**src/rtl/serializer_rr_arbiter.sv**
```systemverilog
// Round-robin arbiter sharing one serializer between NUM_REQ parallel-word requesters.
// Optional watchdog on the serializer start handshake: define SER_ARB_TIMEOUT_EN.
//
// state      | meaning
// -----------+---------------------------------------------------------------
// IDLE       | serializer free; grant next requester and capture its word
// ISSUE      | present held word with ser_val_o until the serializer takes it
// WAIT_START | word handed off; waiting for ser_busy_i to rise
// WAIT_END   | burst in progress; waiting for ser_busy_i to fall
module serializer_rr_arbiter #(
    parameter int NUM_REQ        = 4,
    parameter int DATA_BUS_WIDTH = 16,
    parameter int DATA_MOD_WIDTH = 4,
    parameter int TIMEOUT_CYC    = 4
) (
    input  logic                               clk_i,
    input  logic                               arst_ni,
    input  logic [NUM_REQ*DATA_BUS_WIDTH-1:0]  req_data_i,
    input  logic [NUM_REQ*DATA_MOD_WIDTH-1:0]  req_mod_i,
    input  logic [NUM_REQ-1:0]                 req_val_i,
    output logic [NUM_REQ-1:0]                 req_ready_o,
    output logic [NUM_REQ-1:0]                 req_drop_o,
    output logic [$clog2(NUM_REQ)-1:0]         grant_idx_o,
    output logic                               active_o,
    output logic [DATA_BUS_WIDTH-1:0]          ser_data_o,
    output logic [DATA_MOD_WIDTH-1:0]          ser_mod_o,
    output logic                               ser_val_o,
    input  logic                               ser_busy_i,
    output logic                               timeout_o
);

    localparam int IDX_W = $clog2(NUM_REQ);

    if (NUM_REQ < 2 || NUM_REQ > 16) begin : g_bad_num_req
        $error("serializer_rr_arbiter: NUM_REQ must be 2..16");
    end
    if (TIMEOUT_CYC < 1) begin : g_bad_timeout
        $error("serializer_rr_arbiter: TIMEOUT_CYC must be at least 1");
    end

    typedef enum logic [1:0] {
        ST_IDLE       = 2'd0,
        ST_ISSUE      = 2'd1,
        ST_WAIT_START = 2'd2,
        ST_WAIT_END   = 2'd3
    } state_t;

    state_t                      state;
    logic [IDX_W-1:0]            rr_ptr;
    logic [IDX_W-1:0]            grant_idx;
    logic [DATA_BUS_WIDTH-1:0]   hold_data;
    logic [DATA_MOD_WIDTH-1:0]   hold_mod;
    logic [NUM_REQ-1:0]          drop_q;

    logic [DATA_BUS_WIDTH-1:0]   req_word [NUM_REQ];
    logic [DATA_MOD_WIDTH-1:0]   req_mod  [NUM_REQ];

    logic                        win_found;
    logic [IDX_W-1:0]            win_idx;
    logic [NUM_REQ-1:0]          win_onehot;
    logic                        grant;
    logic                        win_drop;
    int                          cand_sum;

    for (genvar k = 0; k < NUM_REQ; k++) begin : g_unpack
        assign req_word[k] = req_data_i[k*DATA_BUS_WIDTH +: DATA_BUS_WIDTH];
        assign req_mod[k]  = req_mod_i[k*DATA_MOD_WIDTH +: DATA_MOD_WIDTH];
    end

    // Search starts one past the last winner; explicit wrap keeps unused indices out
    // when NUM_REQ is not a power of two.
    always_comb begin
        win_found = 1'b0;
        win_idx   = '0;
        cand_sum  = 0;
        for (int i = 1; i <= NUM_REQ; i++) begin
            cand_sum = int'(rr_ptr) + i;
            if (cand_sum >= NUM_REQ) begin
                cand_sum = cand_sum - NUM_REQ;
            end
            if (!win_found && req_val_i[IDX_W'(cand_sum)]) begin
                win_found = 1'b1;
                win_idx   = IDX_W'(cand_sum);
            end
        end
    end

    assign win_onehot = NUM_REQ'(1) << win_idx;
    assign grant      = (state == ST_IDLE) && !ser_busy_i && win_found;
    assign win_drop   = (req_mod[win_idx] == DATA_MOD_WIDTH'(1)) ||
                        (req_mod[win_idx] == DATA_MOD_WIDTH'(2));

    // Ready is combinational; gating with the reset keeps it low while reset is held.
    assign req_ready_o = (arst_ni && grant) ? win_onehot : '0;
    assign req_drop_o  = drop_q;
    assign grant_idx_o = grant_idx;
    assign active_o    = (state != ST_IDLE);
    assign ser_val_o   = (state == ST_ISSUE);
    assign ser_data_o  = hold_data;
    assign ser_mod_o   = hold_mod;

`ifdef SER_ARB_TIMEOUT_EN
    localparam int TO_W = (TIMEOUT_CYC > 1) ? $clog2(TIMEOUT_CYC) : 1;

    logic [TO_W-1:0] to_cnt;
    logic            timeout_q;

    assign timeout_o = timeout_q;
`else
    assign timeout_o = 1'b0;
`endif

    always_ff @(posedge clk_i or negedge arst_ni) begin
        if (!arst_ni) begin
            state     <= ST_IDLE;
            rr_ptr    <= IDX_W'(NUM_REQ - 1);
            grant_idx <= '0;
            hold_data <= '0;
            hold_mod  <= '0;
            drop_q    <= '0;
`ifdef SER_ARB_TIMEOUT_EN
            to_cnt    <= '0;
            timeout_q <= 1'b0;
`endif
        end else begin
            drop_q <= '0;
`ifdef SER_ARB_TIMEOUT_EN
            timeout_q <= 1'b0;
`endif
            case (state)
                ST_IDLE: begin
                    if (grant) begin
                        hold_data <= req_word[win_idx];
                        hold_mod  <= req_mod[win_idx];
                        grant_idx <= win_idx;
                        rr_ptr    <= win_idx;
                        if (win_drop) begin
                            drop_q <= win_onehot;
                        end else begin
                            state <= ST_ISSUE;
                        end
                    end
                end
                ST_ISSUE: begin
                    if (!ser_busy_i) begin
                        state <= ST_WAIT_START;
`ifdef SER_ARB_TIMEOUT_EN
                        to_cnt <= TO_W'(TIMEOUT_CYC - 1);
`endif
                    end
                end
                ST_WAIT_START: begin
                    if (ser_busy_i) begin
                        state <= ST_WAIT_END;
`ifdef SER_ARB_TIMEOUT_EN
                    end else if (to_cnt == '0) begin
                        // Serializer never started: abandon the word, keep rr_ptr.
                        state     <= ST_IDLE;
                        timeout_q <= 1'b1;
                    end else begin
                        to_cnt <= to_cnt - TO_W'(1);
`endif
                    end
                end
                ST_WAIT_END: begin
                    if (!ser_busy_i) begin
                        state <= ST_IDLE;
                    end
                end
                default: state <= ST_IDLE;
            endcase
        end
    end

endmodule

```
**config.mk**
```make
export PLATFORM = sky130hd
export DESIGN_NAME = serializer_rr_arbiter
export DESIGN_NICKNAME = d
export VERILOG_FILES = /design/src/rtl/serializer_rr_arbiter.sv
export SDC_FILE = /design/constraint.sdc
export NUM_CORES = 1
export LEC_CHECK = 0
export ABC_AREA = 1
export ABC_CLOCK_PERIOD_IN_PS = 3120
export BUFFER_PORTS_ARGS = -buffer_cell sky130_fd_sc_hd__buf_2
export CAP_MARGIN = 20
export CELL_PAD_IN_SITES_DETAIL_PLACEMENT = 0
export CELL_PAD_IN_SITES_GLOBAL_PLACEMENT = 1
export CORE_MARGIN = 4
export CORE_UTILIZATION = 30
export DETAILED_ROUTE_END_ITERATION = 12
export GPL_ROUTABILITY_DRIVEN = 0
export PLACE_DENSITY_LB_ADDON = 0.12
export SETUP_SLACK_MARGIN = 0.4
export SLEW_MARGIN = 40
export SYNTH_ARGS = -nofsm -noshare
export SYNTH_HDL_FRONTEND = slang
export SYNTH_SLANG_ARGS = --single-unit
```
**constraint.sdc**
```tcl
create_clock -name clk_i -period 3.12 [get_ports clk_i]
set_input_delay 0.936 -clock clk_i [delete_from_list [all_inputs] [get_ports clk_i]]
set_output_delay 0.936 -clock clk_i [all_outputs]
set_load 0.01 [all_outputs]
```
==> summary.md, run 1 <==
| Metric | Value |
|---|---|
| Ys Warns | 0 |
| N_diodes | 0 |
| Worst R2R Start | rr_ptr[0]$_DFFE_PN1P_ |
| CTS root buffer | clkbuf_8 |
| CP Capture Type | output pin |
| Path type of the worst setup path | in2out |
| Die W | 92.2 um |
| Area Growth Syn to Fin | 57.4% |
| Register area | 757 um2 |
| Routed len/inst | 13.2 um |
| CP most frequent cell | nand2_4 |
| R2R setup slack | 0.62 ns |
| Most common cell after layout, fill and taps aside | nand2_1 |
| FF-to-FF End | state[1]$_DFFE_PN0P_ |
| Post-Synthesis Cell Area | 2130 um2 |
| Die area | 8500 um2 |
| Drt pass-1 iters | 4 |
| Max Cap Viol | 0 |
| Final ANT Viol Nets | 0 |
| CTS H-Tree Depth | 2 |
| Power after layout | 4.61 mW |
| Filler instances | 707 |
| CTS tree | built |
| CP max stage cell | nor2_4 |
| Post-Syn Nets | 390 |
| Clk_lat worst skew | 0.28 ns |
| Skew final | 0.00899 ns |
| DRC | 0 |
| Worst r2r path cells | 18 |
| Syn avg cell area | 7.11 um2 |
| Commonest non-fill, non-tap cells in the layout | nand2_1, buf_2, buf_4 |
| Synth cell types | 31 |
| Crit path DAT | 2.20 ns |
| Peak supply drop | 0.000508 V |
| Multi-input logic area | 1430 um2 |
| Slew Limit Fails | 0 |
| Ports | 120 |
| Share of flip-flops with an asynchronous set or reset | 1.00 |
| F_max | 319 MHz |
| Core ar. | 6830 um2 |
| Initial Util | 0.311 |
| Clk slew on worst S/H paths | 0.06 ns |
| Failing checks | negative setup slack |
| Port Buf Inserts | 118 |
| Period utilization | 1.01 |
| Detailed Place HPWL | 5.40 mm |
| Post-layout minimum cycle time | 3.14 ns |
| Hold path cells | 2 |
| Vias in the first global route | 2532 |
| DRC marker count from the first detailed-route iteration | 75 |
| Grt ovf | 0 |
| DIE HEIGHT | 92.2 um |
| Initial antenna violation count | 0 |
| Share of post-route cells with drive strength above 1 | 0.506 |
| Clock sink count | 30 |
| Vias/cell | 4.60 |
| RSZ-0062 raised after global routing | yes |
| Fin nets | 537 |
| Pwr dens | 1380 nW/um2 |
| Cts bufs inserted | 5 |
| Num rows | 30 |
| Largest fanout on the critical path | 4 |
| Status | finished with violations |
| Critical Path RT | 2.18 ns |
| Total Wirelength | 7.19 mm |
| Setup ws final | -0.0178 ns |
| Global-route usage over all layers | 0.168 |
| Lkg Pwr | 1.81 nW |
| Post-synth EDFFs | 0 |
| Hold wc startpoint | ser_data_o[5]$_DFFE_PN0P_ |
| Hold Path End | ser_data_o[5]$_DFFE_PN0P_ |
| First-pass GRT wire length | 11.6 mm |
| Mapped Cells | 299 |
| Largest net degree at the start of global routing | 32 |
| Crit-path cells | buf_4 -> nand2_4 -> nand2_4 -> nand2_2 -> nand2_4 -> nor2_4 -> nand2_2 -> nor2_4 -> a21oi_4 -> buf_4 -> nor3_4 -> buf_2 |
| Top FF cell, synth | dfrtp_1 |
| Via Count | 2497 |
| Setup TNS | -0.0178 ns |
| Final setup viols | 1 |
| Hold WC Path Type | reg2reg |
| Synth Register Bits | 30 |
| Startpoint types | input port |
| Clock Path Buffers | 2 |
| Post-synthesis sequential area ratio | 0.354 |
| Max incr delay on CP | 0.18 ns |
| Final Hold Fails | 0 |
| Final Core Density | 0.490 |
==> routing by layer <==
layer	vias up	global-route usage	share of wire
met4	0	0.0334	0.0057
met1	1145	0.223	0.45
met2	71	0.279	0.49
li1	1277	-	-
met3	4	0.0394	0.054
met5	-	0	0
==> per-stage QoR <==
step           setup slack (ns)  cell area, um2  hold WS, ns  cells
2_1_floorplan             0.248            2220        0.490    299
3_3_place_gp           -0.00512            2960        0.458    518
3_5_place_dp            -0.0302            2960        0.464    518
4_1_cts                 -0.0132            3200        0.482    537
5_1_grt                  -0.116            3350        0.497    543
6_report                -0.0178            3350        0.476    543
==> worst max-delay path: cells and delay by family <==
kind	cells	cell delay [ns]
and+or+nand+nor	8	0.78
buffers and inverters	3	0.43
AOI/OAI and AO/OA	1	0.06
==> registers in the layout, summed over array words and instances (netlist names) <==
name,cells
grant_idx_o,2
ser_data_o,16
rr_ptr,2
req_drop_o,4
ser_mod_o,4
state,2
==> synth_stat cells (3+ instances only) <==
master / count / area, um2
buf_6: 5 / 56.3
nand2_1: 139 / 522
nand3_1: 4 / 20.0
inv_1: 9 / 33.8
nand4_1: 18 / 113
nor2_1: 16 / 60.1
nor3_1: 5 / 25.0
inv_2: 6 / 22.5
nand2_2: 12 / 75.1
a31oi_1: 9 / 56.3
ha_1: 4 / 50.1
nand3_2: 3 / 30.0
dfrtp_1: 28 / 701
a22oi_1: 14 / 105
o21ai_0: 5 / 25.0
==> logic make-up (layout without fill, tap and decap cells) <==
group	Yosys count	in the layout	synth area share
DFF	30	30	0.354
other	1	1	0.00176
and+or+nand+nor	206	206	0.447
AOI/OAI and AO/OA	31	31	0.102
adders and majority gates	4	4	0.0235
buffers and inverters	27	175	0.0718
==> final cells by class <==
| class | instances | area share |
|---|---|---|
| inverters | 16 | 0.0209 |
| repair buffers | 150 | 0.262 |
| multi-input cells | 242 | 0.426 |
| flip-flops and latches | 30 | 0.226 |
| well taps | 96 | 0.0359 |
| repair inverters | 1 | 0.00187 |
| clock buffers | 8 | 0.0269 |
==> worst max-delay path by stage <==
stage	startpoint	to	slack (ns)	cells after the start
after detailed placement	req_val_i[0]	req_ready_o[1]	-0.03	13
after global routing	rr_ptr[0]$_DFFE_PN1P_	req_ready_o[3]	-0.12	12
final	req_val_i[0]	req_ready_o[3]	-0.02	12
after CTS	rr_ptr[0]$_DFFE_PN1P_	req_ready_o[1]	-0.01	11
after floorplan	req_val_i[2]	req_ready_o[0]	0.25	9
after global placement	req_val_i[0]	req_ready_o[1]	-0.005	13
==> power breakdown <==
part	internal (mW)	switching, mW
logic	1.40	2.18
registers	0.583	0.117
clock network	0.180	0.144
total	2.17	2.44
==> what timing repair did <==
item / in CTS / in global routing
setup endpoints to repair: 20 / 20
buffers inserted: 11 / 5
cloned: 0 / 1
resized for setup: 22 / 23
hold buffers: 0 / 0
pin swaps: 14 / 12
Power figures use the tool's default switching activity.
==> run 2: changes to the inputs <==
--- a/config.mk
+++ b/config.mk
@@ -15,7 +15,8 @@
 export CORE_UTILIZATION = 30
 export DETAILED_ROUTE_END_ITERATION = 12
 export GPL_ROUTABILITY_DRIVEN = 0
-export PLACE_DENSITY_LB_ADDON = 0.12
+export PLACE_DENSITY = 0.86
+export REMOVE_ABC_BUFFERS = 1
 export SETUP_SLACK_MARGIN = 0.4
 export SLEW_MARGIN = 40
 export SYNTH_ARGS = -nofsm -noshare
==> run 2 against run 1 <==
The flow still finishes with violations (negative setup slack). Combinational power about the same. Count of clock-buffer cells in the layout down 3. Worst setup slack better by 0.012 ns. Register-to-register slack worse by 0.06 ns.
==> summary.md, run 2 (synthesized netlist as in run 1, its figures left out) <==
| Metric | Value |
|---|---|
| Int Power | 2.26 mW (+4.4%) |
| Clk slew on worst S/H paths | 0.06 ns (about the same) |
| Failing checks | negative setup slack |
| Final setup viols | 1 (unchanged) |
| Area Growth Syn to Fin | 52.4% |
| # placed instances | 519 (+0.19%) |
| Status | finished with violations |
| Post-Layout Inst Area | 3240 um2 (-3.2%) |
| Post-layout minimum cycle time | 3.13 ns (-0.0115 ns) |
| Gate power share | 0.770 (-0.008) |
| Max Cap Viol | 0 (unchanged) |
| CP max stage cell | a21oi_4 |
| F_max | 320 MHz (+0.37%) |
| Port Buf Inserts | 118 (unchanged) |
| Path type of the worst setup path | in2out |
| Initial Util | 0.311 (unchanged) |
| Vias in the first global route | 2421 (-4.4%) |
| Die W | 92.2 um (unchanged) |
| Filler instances | 722 (+2.1%) |
| Clock Path Buffers | 2 (unchanged) |
| Period utilization | 1.00 (-0.00369) |
| Global-route usage over all layers | 0.166 (-0.00247) |
| DRC marker count from the first detailed-route iteration | 66 (-12%) |
| CTS root buffer | clkbuf_8 |
| Startpoint types | input port |
| Slew Limit Fails | 0 (unchanged) |
| CP Capture Type | output pin |
| First-pass GRT wire length | 11.4 mm (-1.9%) |
| Routed len/inst | 13.3 um (+0.63%) |
| Largest net degree at the start of global routing | 32 (unchanged) |
| Commonest non-fill, non-tap cells in the layout | nand2_1, buf_2, dfrtp_1, buf_4, nand2_2 |
| Setup ws final | -0.00624 ns (+0.0115 ns) |
| Hold WC Path Type | reg2reg |
| Total Wirelength | 7.20 mm (about the same) |
| Hold buffer count at cts | 0 (unchanged) |
| Via Count | 2465 (-1.3%) |
| Peak supply drop | 0.000485 V (-4.5%) |
| Cts bufs inserted | 5 (unchanged) |
| Crit-path cells | buf_6 -> nand2_2 -> nand2_2 -> nand2_2 -> nand2_2 -> nor2_4 -> nand3_2 -> a21oi_4 -> nand2_2 -> nor2_2 -> buf_6 |
| Detailed Place HPWL | 5.27 mm (-2.5%) |
| Final Hold Fails | 0 (unchanged) |
| Die area | 8500 um2 (unchanged) |
| CTS tree | built |
| Fin nets | 534 (-0.56%) |
| RSZ-0062 raised after global routing | yes |
| Skew final | 0.00654 ns (-0.00245 ns) |
| Initial antenna violation count | 0 (unchanged) |
| CP most frequent cell | nand2_2 |
| Core ar. | 6830 um2 (unchanged) |
| Pwr dens | 1440 nW/um2 (+4.6%) |
| Num rows | 30 (unchanged) |
| FF-to-FF End | ser_data_o[15]$_DFFE_PN0P_ |
| Critical Path Start | req_val_i[2] |
| Final ANT Viol Nets | 0 (unchanged) |
| Non-Filler Instances | 540 (-0.55%) |
| DRC | 0 (unchanged) |
| Power after layout | 4.67 mW (+1.3%) |
| Clock network power share | 0.082 (+0.012) |
| CTS H-Tree Depth | 2 (unchanged) |
| Clock sink count | 30 (unchanged) |
| DIE HEIGHT | 92.2 um (unchanged) |
| Max reg flops | 16 (unchanged) |
| Vias/cell | 4.56 (-0.73%) |
| Max incr delay on CP | 0.23 ns (+0.05 ns) |
| Drt pass-1 iters | 4 (unchanged) |
| Grt ovf | 0 (unchanged) |
| Clk_lat worst skew | 0.28 ns (about the same) |
| CP endpoint | req_ready_o[1] |
| Worst r2r path cells | 15 (-3) |
| R2R setup slack | 0.56 ns (-0.06 ns) |
| Share of post-route cells with drive strength above 1 | 0.486 (-0.0191) |
| Critical Path RT | 2.18 ns (about the same) |
| Sequential Power Share | 0.148 (-0.004) |
| N_diodes | 0 (unchanged) |
| Placed cell areas | 2880 um2 (-2.8%) |
| Ports | 120 (unchanged) |
| Sw frac | 0.516 (-0.0143) |
| Largest fanout on the critical path | 4 (unchanged) |
| Lkg Pwr | 1.77 nW (-2.1%) |
| Worst R2R Start | rr_ptr[0]$_DFFE_PN1P_ |
| Most common cell after layout, fill and taps aside | nand2_1 |
| Crit path DAT | 2.19 ns (about the same) |
| Switch Pwr | 2.41 mW (-1.4%) |
==> run 2: critical path, delay by kind of cell <==
| family | cells | cell delay, ns |
|---|---|---|
| and+or+nand+nor | 8 | 0.79 |
| buffers and inverters | 2 | 0.22 |
| AOI/OAI and AO/OA | 1 | 0.23 |
==> run 2: worst min path at each step <==
stage                                    start                         end  slack, ns  depth (start not counted)
global placement     ser_data_o[4]$_DFFE_PN0P_   ser_data_o[4]$_DFFE_PN0P_       0.46                          2
detailed placement  grant_idx_o[0]$_DFFE_PN0P_  grant_idx_o[0]$_DFFE_PN0P_       0.46                          2
global route        grant_idx_o[0]$_DFFE_PN0P_  grant_idx_o[0]$_DFFE_PN0P_       0.50                          2
finish              ser_data_o[11]$_DFFE_PN0P_  ser_data_o[11]$_DFFE_PN0P_       0.48                          2
CTS                 grant_idx_o[0]$_DFFE_PN0P_  grant_idx_o[0]$_DFFE_PN0P_       0.48                          2
floorplan                 state[1]$_DFFE_PN0P_        state[1]$_DFFE_PN0P_       0.49                          2
==> run 2: final cells by class <==
| class | count | area [um2] | share of cell area |
|---|---|---|---|
| Clock buffer | 5 | 68.8 | 0.0212 |
| Clock inverter | 3 | 40.0 | 0.0124 |
| Inverter | 16 | 65.1 | 0.0201 |
| Multi-Input combinational cell | 242 | 1320 | 0.408 |
| Sequential cell | 30 | 753 | 0.233 |
| Tap cell | 96 | 120 | 0.0371 |
| Timing Repair Buffer | 148 | 870 | 0.268 |
==> run 2: power by group through the flow <==
stage                     sequential [mW]  combinational (mW)  clock [mW]
after detailed placement            0.702                3.14           0
after global routing                0.715                4.02       0.409
after floorplan                     0.760                2.00           0
final                               0.690                3.60       0.382
after CTS                           0.693                3.39       0.395
after global placement              0.698                3.10           0
==> run 2: routing by layer <==
| layer | wire length (um) | track usage |
|---|---|---|
| met3 | 355 | 0.0312 |
| met2 | 3560 | 0.277 |
| met4 | 106 | 0.0421 |
| met5 | 0 | 0 |
| met1 | 3170 | 0.219 |
==> run 2: timing repair <==
action | CTS | global route
resized for setup | 21 | 19
setup endpoints to repair | 20 | 10
endpoints found under the hold margin | 0 | 0
buffers inserted | 10 | 3
pin swaps | 19 | 13
==> run 2: per-stage QoR <==
step	hold WS, ns	util	setup WS [ns]	TNS (ns)
6_report	0.478	0.474	-0.00624	-0.00624
5_1_grt	0.502	0.474	-0.0892	-0.249
4_1_cts	0.485	0.460	0.0190	0
3_5_place_dp	0.461	0.421	-0.0911	-0.243
3_3_place_gp	0.459	0.421	-0.0636	-0.0666
2_1_floorplan	0.490	-	-0.626	-2.15
